`config.mk`:
```
export PLATFORM = sky130hd
export DESIGN_NAME = uart_tx_port
export DESIGN_NICKNAME = d
export VERILOG_FILES = /design/src/rtl/uart_tx_port.sv
export SDC_FILE = /design/constraint.sdc
export NUM_CORES = 1
export LEC_CHECK = 0
export ABC_AREA = 1
export ABC_CLOCK_PERIOD_IN_PS = 3700
export CAP_MARGIN = 20
export CELL_PAD_IN_SITES_DETAIL_PLACEMENT = 0
export CELL_PAD_IN_SITES_GLOBAL_PLACEMENT = 1
export CORE_ASPECT_RATIO = 1.5
export CORE_MARGIN = 5
export CORE_UTILIZATION = 49
export DETAILED_ROUTE_END_ITERATION = 12
export PLACE_DENSITY_LB_ADDON = 0.05
export SKIP_CTS_REPAIR_TIMING = 1
export SLEW_MARGIN = 10
export SYNTH_ARGS = -nofsm -noshare
export SYNTH_HDL_FRONTEND = slang
export SYNTH_SLANG_ARGS = --single-unit
export TNS_END_PERCENT = 50
```
`constraint.sdc`:
```
create_clock -name clock -period 3.7 [get_ports clock]
set_clock_uncertainty 0.1 [all_clocks]
set_input_delay 0.74 -clock clock [delete_from_list [all_inputs] [get_ports clock]]
set_output_delay 0.74 -clock clock [all_outputs]
set_load 0.005 [all_outputs]
```
`src/rtl/uart_tx_port.sv`:
```
// Memory-mapped 8N1 UART transmitter with a small byte FIFO and a sticky overflow flag.
// Optional even-parity bit between data and stop: define UART_TX_PARITY_EN.
module uart_tx_port #(
    parameter int unsigned CLKS_PER_BIT = 234,
    parameter int unsigned FIFO_DEPTH   = 4
) (
    input  logic       clock,
    input  logic       resetn,
    input  logic       wr_en,
    input  logic [8:0] din,
    output logic [8:0] status,
    output logic       tx
);

    localparam int unsigned PW        = (FIFO_DEPTH > 1) ? $clog2(FIFO_DEPTH) : 1;
    localparam logic [2:0]  FULL_CNT  = 3'(FIFO_DEPTH);
    localparam logic [11:0] BAUD_LAST = 12'(CLKS_PER_BIT - 1);

    typedef enum logic [2:0] {
        IDLE,
        START,
        DATA,
`ifdef UART_TX_PARITY_EN
        PARITY,
`endif
        STOP
    } state_t;

    state_t          state_q, state_d;
    logic [11:0]     baud_q, baud_d;
    logic [2:0]      bit_q, bit_d;
    logic [7:0]      shift_q, shift_d;
    logic            tx_q, tx_d;
    logic            ovf_q, ovf_d;
    logic [PW-1:0]   wr_ptr_q, wr_ptr_d;
    logic [PW-1:0]   rd_ptr_q, rd_ptr_d;
    logic [2:0]      count_q, count_d;
    logic [7:0]      mem_q [FIFO_DEPTH];
`ifdef UART_TX_PARITY_EN
    logic            par_q, par_d;
`endif

    logic fifo_empty, fifo_full, baud_end, pop, push;

    assign fifo_empty = (count_q == 3'd0);
    assign fifo_full  = (count_q == FULL_CNT);
    assign baud_end   = (baud_q == BAUD_LAST);

    always_comb begin
        state_d = state_q;
        baud_d  = baud_q + 12'd1;
        bit_d   = bit_q;
        shift_d = shift_q;
        tx_d    = 1'b1;
        pop     = 1'b0;
`ifdef UART_TX_PARITY_EN
        par_d   = par_q;
`endif
        case (state_q)
            IDLE: begin
                baud_d = '0;
                if (!fifo_empty) begin
                    pop     = 1'b1;
                    state_d = START;
                end
            end
            START: begin
                tx_d = 1'b0;
                if (baud_end) begin
                    baud_d  = '0;
                    bit_d   = '0;
                    state_d = DATA;
                end
            end
            DATA: begin
                tx_d = shift_q[0];
                if (baud_end) begin
                    baud_d  = '0;
                    shift_d = shift_q >> 1;
                    bit_d   = bit_q + 3'd1;
                    if (bit_q == 3'd7) begin
`ifdef UART_TX_PARITY_EN
                        state_d = PARITY;
`else
                        state_d = STOP;
`endif
                    end
                end
            end
`ifdef UART_TX_PARITY_EN
            PARITY: begin
                tx_d = par_q;
                if (baud_end) begin
                    baud_d  = '0;
                    state_d = STOP;
                end
            end
`endif
            STOP: begin
                if (baud_end) begin
                    baud_d = '0;
                    // Pop straight into the next start bit so frames stay contiguous.
                    if (!fifo_empty) begin
                        pop     = 1'b1;
                        state_d = START;
                    end else begin
                        state_d = IDLE;
                    end
                end
            end
            default: state_d = IDLE;
        endcase

        if (pop) begin
            shift_d = mem_q[rd_ptr_q];
`ifdef UART_TX_PARITY_EN
            par_d   = ^mem_q[rd_ptr_q];
`endif
        end

        // A pop in the same cycle frees a slot, so a write to a full FIFO is still accepted.
        push  = wr_en & ~din[8] & (~fifo_full | pop);
        ovf_d = ovf_q;
        if (wr_en && din[8])
            ovf_d = 1'b0;
        else if (wr_en && fifo_full && !pop)
            ovf_d = 1'b1;

        wr_ptr_d = wr_ptr_q + PW'(push);
        rd_ptr_d = rd_ptr_q + PW'(pop);
        count_d  = count_q + 3'(push) - 3'(pop);
    end

    always_ff @(posedge clock or negedge resetn) begin
        if (!resetn) begin
            state_q  <= IDLE;
            baud_q   <= '0;
            bit_q    <= '0;
            shift_q  <= '0;
            tx_q     <= 1'b1;
            ovf_q    <= 1'b0;
            wr_ptr_q <= '0;
            rd_ptr_q <= '0;
            count_q  <= '0;
`ifdef UART_TX_PARITY_EN
            par_q    <= 1'b0;
`endif
        end else begin
            state_q  <= state_d;
            baud_q   <= baud_d;
            bit_q    <= bit_d;
            shift_q  <= shift_d;
            tx_q     <= tx_d;
            ovf_q    <= ovf_d;
            wr_ptr_q <= wr_ptr_d;
            rd_ptr_q <= rd_ptr_d;
            count_q  <= count_d;
`ifdef UART_TX_PARITY_EN
            par_q    <= par_d;
`endif
        end
    end

    always_ff @(posedge clock) begin
        if (push)
            mem_q[wr_ptr_q] <= din[7:0];
    end

`ifdef UART_TX_PARITY_EN
    assign status = {1'b1, ovf_q, count_q, fifo_empty, fifo_full, (state_q != IDLE)};
`else
    assign status = {1'b0, ovf_q, count_q, fifo_empty, fifo_full, (state_q != IDLE)};
`endif
    assign tx = tx_q;

endmodule

```
* Word level (Yosys, flattened, before mapping) *
Memory sizes are Yosys's and may differ from the RTL's.
Cells that the tools add are included.

operators by class
  add/subtract/negate cells = 6
  equality and inequality tests = 11
  muxes and demuxes = 23
  bitwise logic cells = 5
  reductions and logical operators = 15

operators by type and width
  kind                   number
  $mux 8                 3
  $pmux 12 s2            1
  $mux 3                 7
  $add 12x1->12 const B  1
  $eq 12x8->1 const B    1
  $mux 12                1
  $pmux 3 s4             1
  $ne 2x2->1 const B     5
  $reduce_bool 2->1      4
  $mux 1                 7
  $eq 3x2->1 const B     2
  $eq 3x3->1 const B     2
  $logic_not 3->1        2
  $pmux 3 s2             1
  $reduce_and 5->1       1
  $add 2x1->2            2
  $pmux 1 s2             2
  $add 3x1->3            1
  $add 3x1->3 const B    1
  $eq 3x1->1 const B     1
  $logic_and 1x1->1      3
  $reduce_and 3->1       1
  $reduce_bool 3->1      1
  $reduce_or 3->1        1
  other kinds (6)        8

word-level totals
  bits in registers = 35
  memory bits (writable) = 32
  output and inout bits = 10
  word-level logic and storage cells = 70
  memories = 1

memory list
  name   depth  bits a word  rd ports  clocked after Yosys merged registers in  write ports  RTL line  RTL
  mem_q  4      8            1         0                                        1            38        logic [7:0] mem_q [FIFO_DEPTH];

* Depth between registers and ports, before layout *
Gate-level depths: netlist (run 1).

  depth in word-level cells = 8
  depth in mapped cells = 15
  depth with buffers taken out = 14

* Worst setup path after synthesis (run 1) *
Ideal clock, no wire load.

  path kind = register to register
  start point = register baud_q[1]
  end point = register count_q[2]
  arrival time = 1982 ps
  slack = 1496 ps
  cell stages (with the launch flop) = 16
  path buffers = 1
  cells stage by stage = dfrtp_1 -> inv_1 -> ha_1 -> nand2_1 -> inv_1 -> nand2_1 -> nor2_2 -> nand3_2 -> nand2_1 -> nand2_2 -> clkbuf_8 -> nand3_1 -> nand2_1 -> ha_1 -> fa_1 -> xnor2_1

on the way
  cells in the longest elaborated chain, start to end = 7

ends and longest elaborated chain
  what                    RTL line  RTL
  start, declared         30        logic [11:0] baud_q, baud_d;
  start signal, assigned  150       baud_q <= baud_d;
  $eq 12x8->1 *           47        assign baud_end = (baud_q == BAUD_LAST);
  $mux 1 *                100       if (baud_end) begin
  $pmux 1 s2 *            59        case (state_q)
  $or 1x1->1              122       push = wr_en & ~din[8] & (~fifo_full | pop);
  $and 1x1->1             122
  $add 3x1->3             131       count_d = count_q + 3'(push) - 3'(pop);
  $sub 3x1->3 *           131
  net count_d[2]          37        logic [2:0] count_q, count_d;
  end signal, assigned    157       count_q <= count_d;
  end, declared           37

The timed path passes the listed nets; every way through them passes the cells marked *.
A chain may end at the register's enable or synchronous reset.

* Worst setup path after layout (run 1) *
  start point = register state_q[0]
  end point = output status[0]

on the way
  cells in the longest elaborated chain, start to end = 1

ends and longest elaborated chain
  what                    RTL line  RTL
  start, declared         29        state_t state_q, state_d;
  start signal, assigned  149       state_q <= state_d;
  $reduce_bool 3->1       172       assign status = {1'b0, ovf_q, count_q, fifo_empty, fifo_full, (state_q != IDLE)};
  end, declared           11        output logic [8:0] status,

No other way between the ends.

==> results of run 1 <==
==> worst min path at each step <==
stage / from / to / slack (ns)
after global routing: baud_q[0] / baud_q[0] / 0.41
final: bit_q[2] / bit_q[2] / 0.39
after CTS: baud_q[0] / baud_q[0] / 0.40
after global placement: shift_q[0] / tx / 0.36
after floorplan: resetn / baud_q[0] / 0.34
after detailed placement: shift_q[0] / tx / 0.38
==> layout make-up <==
cell class | instances | area share
Timing Repair Buffer | 21 | 0.0582
Tap cell | 74 | 0.0263
Multi-Input combinational cell | 208 | 0.314
Sequential cell | 66 | 0.515
Clock inverter | 6 | 0.0160
Inverter | 33 | 0.0352
Clock buffer | 10 | 0.0362
==> per-layer routing <==
metal	vias up	wire, microns	part of all wire	track usage
li1	1083	-	-	-
met1	976	2180	0.38	0.179
met2	29	3300	0.57	0.301
met3	7	191	0.033	0.0421
met4	0	91	0.016	0.0600
met5	-	0	0	0
==> worst max-delay path: stages, from the launching register on <==
cell             delay [ns]
dfrtp_1                0.40
inv_1                  0.08
ha_1                   0.29
inv_1                  0.13
clkdlybuf4s50_1        0.52
==> kinds of logic after synthesis <==
kind of cell,Yosys count
and+or+nand+nor,149
AOI/OAI and AO/OA,40
DFF,66
buffers and inverters,45
adders and majority gates,12
xor gates and xnor gates,5
other,1
==> flip-flops by register name (all words and copies together) (netlist names) <==
name	count
mem_q	32
baud_q	12
shift_q	8
bit_q	3
count_q	3
rd_ptr_q	2
state_q	2
wr_ptr_q	2
ovf_q	1
tx	1
==> power groups by stage <==
stage	Clock, mW	Combinational (mW)	Sequential [mW]
after floorplan	0	0.139	0.893
after global placement	0	0.230	0.899
after detailed placement	0	0.238	0.901
after CTS	0.586	0.238	0.887
after global routing	0.620	0.266	0.895
final	0.570	0.230	0.886
==> per-stage QoR <==
stage	area, sq um	setup slack, ns
final	3520	1.10
after CTS	3520	1.07
after global routing	3520	0.968
after detailed placement	3340	1.07
after global placement	3340	1.10
after floorplan	3130	1.50
==> cells in the final DEF (no fill, tap or decap), types with 9 or more instances in the layout <==
master and instances:
ha_1 11, nand3_1 10, inv_1 31, nor2_1 54
nand2_1 58, clkbuf_8 9, o21ai_0 22, dfrtp_1 33
clkdlybuf4s50_1 19, edfxtp_1 32
==> flow_summary.yaml, run 1 <==
floorplan:
  io_pins: 22
  fp.dieH_microns: 108
  rows: 35
  dieArea_sq_um: 8110
  die_width_microns: 75.2
  coreArea_sq_um: 6170
  start_util: 0.506
finish:
  area_growth_pct: 12.7
  fin_cells: 418
  num_antenna_cells: 0
  multiInputGateArea_sq_um: 1100
  nets: 363
  drive_gt1_frac: 0.0988
  nFillCells: 558
  register_area_sq_um: 1810
  post-route-util: 0.571
clock_network:
  cts.path.max_buffers: 2
  cts_root_buf: "clkbuf_8"
  cts_sinks: 66
  cts_tree: "done"
  clock_latency_ns: 0.34
  clkTransAtPathRegs_ns: 0.07
  cts_max_level: 3
  numCtsBuffers: 9
route:
  drc_errors: 0
  firstDrtPassIters: 4
  dr_total_vias: 2095
  drtIter0Drc: 61
  post_drt_wl_per_cell_microns: 13.8
  ant_nets: 0
  routed_wl_microns: 5770
  viasPerCell: 5.01
logic_synthesis:
  synth.mux.area_fraction: 0
  synthArstFlopShare: 0.515
  yosysMostFrequentCell: "nand2_1"
  synth_common_cells: "58 x nand2_1, 54 x nor2_1, 33 x dfrtp_1"
  yosysWarnings: 0
  yosys.area.top_type: "edfxtp_1"
  ys_seq_area_frac: 0.580
  syn_area_per_cell_sq_um: 9.83
  synth_simple_gate_area_frac: 0.214
  synth_seq_cells: 66
  synth_xor_area_frac: 0.0140
  synth_compound_area_frac: 0.0724
  synthesis.area_sq_um: 3130
  yosys-top-cells-area: "edfxtp_1 31%, dfrtp_1 26%, nand2_1 7.0%"
  synth_top_family_by_area: "simple AND/OR/NAND/NOR gates"
  synth_cell_types: 35
  ys.flop_type: "dfrtp_1"
  synth-adder-area-share: 0.0504
  synthCells: 318
  synth_edf_count: 32
  synth_top_area_frac: 0.307
power:
  power.leakage_nw: 1.49
  internal_power_mw: 1.26
  power_switching_mw: 0.422
  finalPower_mw: 1.69
  switching_share: 0.250
  p_clk_frac: 0.338
  ir_drop_mv: 0.301
  power_frac_seq: 0.525
  powerDensity_nw_per_um2: 479
  combPwrFrac: 0.137
global_routing:
  grt_pass1_wl_microns: 10100
  grt_overflow: 0
  track_usage: 0.166
  grt_max_degree: 35
  antenna_found_initial: 0
  grt_pass1_vias: 2144
min_path:
  worstHoldPathCells: 2
  min_path_type: "reg -> reg"
setup_path:
  r2r_slack_ns: 1.21
  cp-end-kind: "primary output"
  path_class: "reg -> out"
  startpoint: "state_q[0]"
  cp.required_ns: 2.86
  r2r_end: "mem_q[2][3]"
  timing.critical_path.fanout_max: 5
  crit_end: "status[0]"
  timing.rr.start: "baud_q[1]"
  cp.arrival_ns: 1.76
  r2r_cells: 12
  cp-start-kind: "register"
timing:
  rsz0062_at_grt: "no"
  fin_setup_tns_ns: 0
  whs_ns: 0.395
  report.final.hold_viol_count: 0
  maxSlewHeadroom: 0.548
  tightest_slew_ns: 0.675
  max_freq_mhz: 385
  finalMaxSlewViolations: 0
  period_share: 0.702
  finalCriticalPeriod_ns: 2.60
  setup_violations: 0
flow_run:
  cap_violations: 0
place:
  dp_cells: 402
  detailedPlacementHpwl_microns: 4470
  io_buffers: 19
  gp_congestion: 0.783
status:
  status: "finished, final reports clean"
Note: power is estimated with default switching activity, not from simulation.
==> run 2: changes to the inputs <==
- ABC_CLOCK_PERIOD_IN_PS: 3700 -> 2450
- CORE_UTILIZATION: 49 -> 46
- clock period: 3.7 -> 2.45 ns (I/O delays scaled with it)
==> run 2 against run 1 <==
Hold slack got worse by 0.0095 ns. Worst setup slack worse by 0.98 ns. Critical path type unchanged. Critical path depth did not move.
==> flow_summary.yaml, run 2 (synthesis results as in run 1) <==
status:
  status: "finished, final reports clean"
global_routing:
  grt_pass1_vias: 2149
  grt_overflow: 0
  grt_max_degree: 35
  track_usage: 0.147
  antenna_found_initial: 0
  grt_pass1_wl_microns: 9920
setup_path:
  cp-end-kind: "primary output"
  path_class: "reg -> out"
  cp.arrival_ns: 1.74
  cp-start-kind: "register"
  timing.rr.start: "state_q[0]"
  timing.critical_path.fanout_max: 5
  startpoint: "state_q[0]"
  cp.required_ns: 1.86
min_path:
  worstHoldStart: "shift_q[0]"
  min_path_type: "reg -> reg"
route:
  ant_nets: 0
  routed_wl_microns: 5770
  firstDrtPassIters: 4
  drtIter0Drc: 125
  viasPerCell: 4.97
  drc_errors: 0
  post_drt_wl_per_cell_microns: 13.4
  dr_total_vias: 2135
timing:
  setup_violations: 0
  period_share: 0.951
  rsz0062_at_grt: "no"
  whs_ns: 0.385
  finalCriticalPeriod_ns: 2.33
  max_freq_mhz: 429
  report.final.hold_viol_count: 0
  finalMaxSlewViolations: 0
  fin_setup_tns_ns: 0
finish:
  final_common_cell: "nand2_1"
  area_growth_pct: 15.4
  drive_gt1_frac: 0.133
  largest_register: "mem_q"
  nets: 373
  reg_top3: "mem_q x32, baud_q x12, shift_q x8"
  mostFrequentLayoutCells: "58 x nand2_1, 54 x nor2_1, 33 x dfrtp_1"
  largest_register_ffs: 32
  num_antenna_cells: 0
place:
  gp_congestion: 0.708
  detailedPlacementHpwl_microns: 4290
  io_buffers: 19
clock_network:
  clkTransAtPathRegs_ns: 0.07
  cts_max_level: 3
  cts_sinks: 66
  cts_tree: "done"
  numCtsBuffers: 9
  cts.path.max_buffers: 2
  clock_latency_ns: 0.34
  cts_root_buf: "clkbuf_8"
flow_run:
  cap_violations: 0
floorplan:
  dieArea_sq_um: 8580
  rows: 36
  die_width_microns: 77.3
  coreArea_sq_um: 6580
  io_pins: 22
  fp.dieH_microns: 111
  start_util: 0.475
power:
  powerDensity_nw_per_um2: 718
  ir_drop_mv: 0.724
  power.leakage_nw: 1.54
[run 2: changes by cell type in the layout (fill, tap and decap cells not counted), sizes merged]
cell	previous run	this run
buf	2	12
clkinv	4	3
clkbuf	10	9
clkinvlp	0	2
[run 2: per-stage QoR]
stage                     instance area, sq um  setup WS [ns]  total power, mW  instances   util
after CTS                                 3590         0.0863             2.63        428  0.547
after global placement                    3400          0.212             1.73        412  0.517
after global routing                      3610        0.00450             2.75        430  0.549
final                                     3610          0.119             2.59        430  0.549
after detailed placement                  3400          0.161             1.74        412  0.517
after floorplan                           3130          0.246             1.56        319      -
[run 2: worst max-delay path: stages (launching register included)]
cell and delay (ns):
dfrtp_1 0.40, inv_1 0.08, ha_1 0.27, inv_1 0.14, clkdlybuf4s50_1 0.52
[run 2: where the power goes]
group	total, mW	switching (mW)	internal (mW)
sequential	1.34	0.0590	1.28
combinational	0.371	0.189	0.181
clock	0.884	0.417	0.467
[run 2: final cells by class]
cell class              instances  area (sq um)
clock buffers                   9           124
clock inverters                 7          68.8
fillers                       613          2970
inverters                      33           124
multi-input cells             208          1100
flip-flops and latches         66          1810
well taps                      76          95.1
repair buffers                 31           280
[run 2: path summary, 6_finish.rpt]
kind	end	slack, ns	depth (start not counted)
min in group asynchronous	baud_q[2]	0.45	2
hold / removal	tx	0.39	2
max in group asynchronous	tx	1.44	2
hold reg to reg	tx	0.39	2
setup reg to reg	count_q[2]	0.22	11
setup / recovery	status[0]	0.12	4
[run 2: layer usage]
layer	track usage	vias up	part of all wire	wire, microns
met5	0	-	0	0
met4	0.0608	0	0.019	112
met3	0.0463	6	0.031	178
met2	0.277	27	0.58	3360
met1	0.143	998	0.37	2120
li1	-	1104	-	-
==> run 3: changes to the inputs <==
- SETUP_SLACK_MARGIN: not set -> 0.1
==> run 3 against run 2 <==
Utilization up 0.25 points. Worst setup slack improved by 0.067 ns. Count of clock-buffer cells in the layout unchanged. Design area rose by 0.45%. Critical path type unchanged. Largest cell class unchanged.
==> flow_summary.yaml, run 3 (synthesis results as in run 1) <==
finish:
  largest_register_ffs: 32
  mostFrequentLayoutCells: "58 x nand2_1, 54 x nor2_1, 33 x dfrtp_1"
  finalInstanceArea_sq_um: 3630
  num_antenna_cells: 0
  final_common_cell: "nand2_1"
  nFillCells: 610
  drive_gt1_frac: 0.144
  nets: 373
  area_growth_pct: 16.0
  fin_cells: 430
  largest_register: "mem_q"
  post-route-util: 0.551
  reg_top3: "mem_q x32, baud_q x12, shift_q x8"
setup_path:
  slowest_stage: "clkdlybuf4s50_1"
  crit_chain: "inv_1, ha_2, inv_1, clkdlybuf4s50_1"
  r2r_end: "count_q[2]"
  timing.critical_path.fanout_max: 5
  cp_common_cell: "inv_1"
  path_class: "reg -> out"
  cp-start-kind: "register"
  timing.rr.start: "baud_q[1]"
  r2r_slack_ns: 0.29
  cp.arrival_ns: 1.67
  cp-end-kind: "primary output"
  r2r_cells: 14
  critPathMaxStageDelay_ns: 0.52
  cp.required_ns: 1.86
floorplan:
  start_util: 0.475
  dieArea_sq_um: 8580
  fp.dieH_microns: 111
  die_width_microns: 77.3
  rows: 36
  coreArea_sq_um: 6580
  io_pins: 22
route:
  drtIter0Drc: 97
  viasPerCell: 4.97
  routed_wl_microns: 5790
  dr_total_vias: 2135
  firstDrtPassIters: 4
  drc_errors: 0
  ant_nets: 0
  post_drt_wl_per_cell_microns: 13.5
timing:
  rsz0062_at_grt: "yes"
  whs_ns: 0.385
  setup_violations: 0
  finalCriticalPeriod_ns: 2.26
  max_freq_mhz: 442
  period_share: 0.924
  finalMaxSlewViolations: 0
  fin_ws_ns: 0.187
  report.final.hold_viol_count: 0
  fin_setup_tns_ns: 0
min_path:
  worstHoldEndpoint: "tx"
  worstHoldPathCells: 2
  min_path_type: "reg -> reg"
  worstHoldStart: "shift_q[0]"
clock_network:
  clock_latency_ns: 0.34
  cts_root_buf: "clkbuf_8"
  cts_max_level: 3
  cts_tree: "done"
  clkTransAtPathRegs_ns: 0.07
  numCtsBuffers: 9
  cts.path.max_buffers: 2
  cts_sinks: 66
global_routing:
  grt_overflow: 0
  grt_pass1_wl_microns: 9920
  track_usage: 0.147
  grt_max_degree: 35
  antenna_found_initial: 0
  grt_pass1_vias: 2149
place:
  dp_slack_ns: 0.161
  gp_congestion: 0.708
  io_buffers: 19
  dp_cells: 412
  detailedPlacementHpwl_microns: 4290
  dpl_cell_area_sq_um: 3400
status:
  status: "finished, final reports clean"
power:
  finalPower_mw: 2.62
  powerDensity_nw_per_um2: 723
  power.leakage_nw: 1.54
  ir_drop_mv: 0.728
flow_run:
  cap_violations: 0
==> run 3: cell types whose count changed in the layout (fill, tap and decap cells not counted) <==
cell / before / now
a21oi_1: 7 / 6
a21oi_2: 0 / 1
fa_1: 1 / 0
fa_2: 0 / 1
ha_1: 11 / 10
ha_2: 0 / 1
xnor2_1: 2 / 1
xnor2_2: 0 / 1
==> run 3: critical path, delay by kind of cell, from the launching register on <==
family	cells	cell delay, ns
flops	1	0.40
buf+inv	3	0.71
fa+ha+maj	1	0.22
==> run 3: worst max path at each step <==
stage               start    endpoint  depth (start not counted)
4_1_cts        state_q[0]   status[0]                          4
2_1_floorplan   baud_q[1]  count_q[2]                         15
3_3_place_gp        wr_en  count_q[2]                          9
5_1_grt        count_q[1]   status[2]                          4
3_5_place_dp        wr_en  count_q[2]                          9
6_report       state_q[0]   status[0]                          4
==> run 3: cell type report <==
class,count,area (sq um),share of cell area
clock inverters,7,68.8,0.0190
repair buffers,31,280,0.0773
inverters,33,124,0.0342
multi-input cells,208,1120,0.309
flip-flops and latches,66,1810,0.500
well taps,76,95.1,0.0262
clock buffers,9,124,0.0342
==> run 3: power by group <==
group | total [mW] | leakage [nW] | internal [mW] | switching [mW]
combinational | 0.397 | 0.737 | 0.197 | 0.200
sequential | 1.33 | 0.711 | 1.28 | 0.0582
clock | 0.888 | 0.0954 | 0.467 | 0.421
total | 2.62 | 1.54 | 1.94 | 0.679
==> run 3: layer usage <==
layer,vias to the layer above,GRT usage,share of wire
li1,1102,-,-
met1,1001,0.143,0.37
met2,26,0.277,0.58
met3,6,0.0463,0.031
met4,0,0.0608,0.019
met5,-,0,0
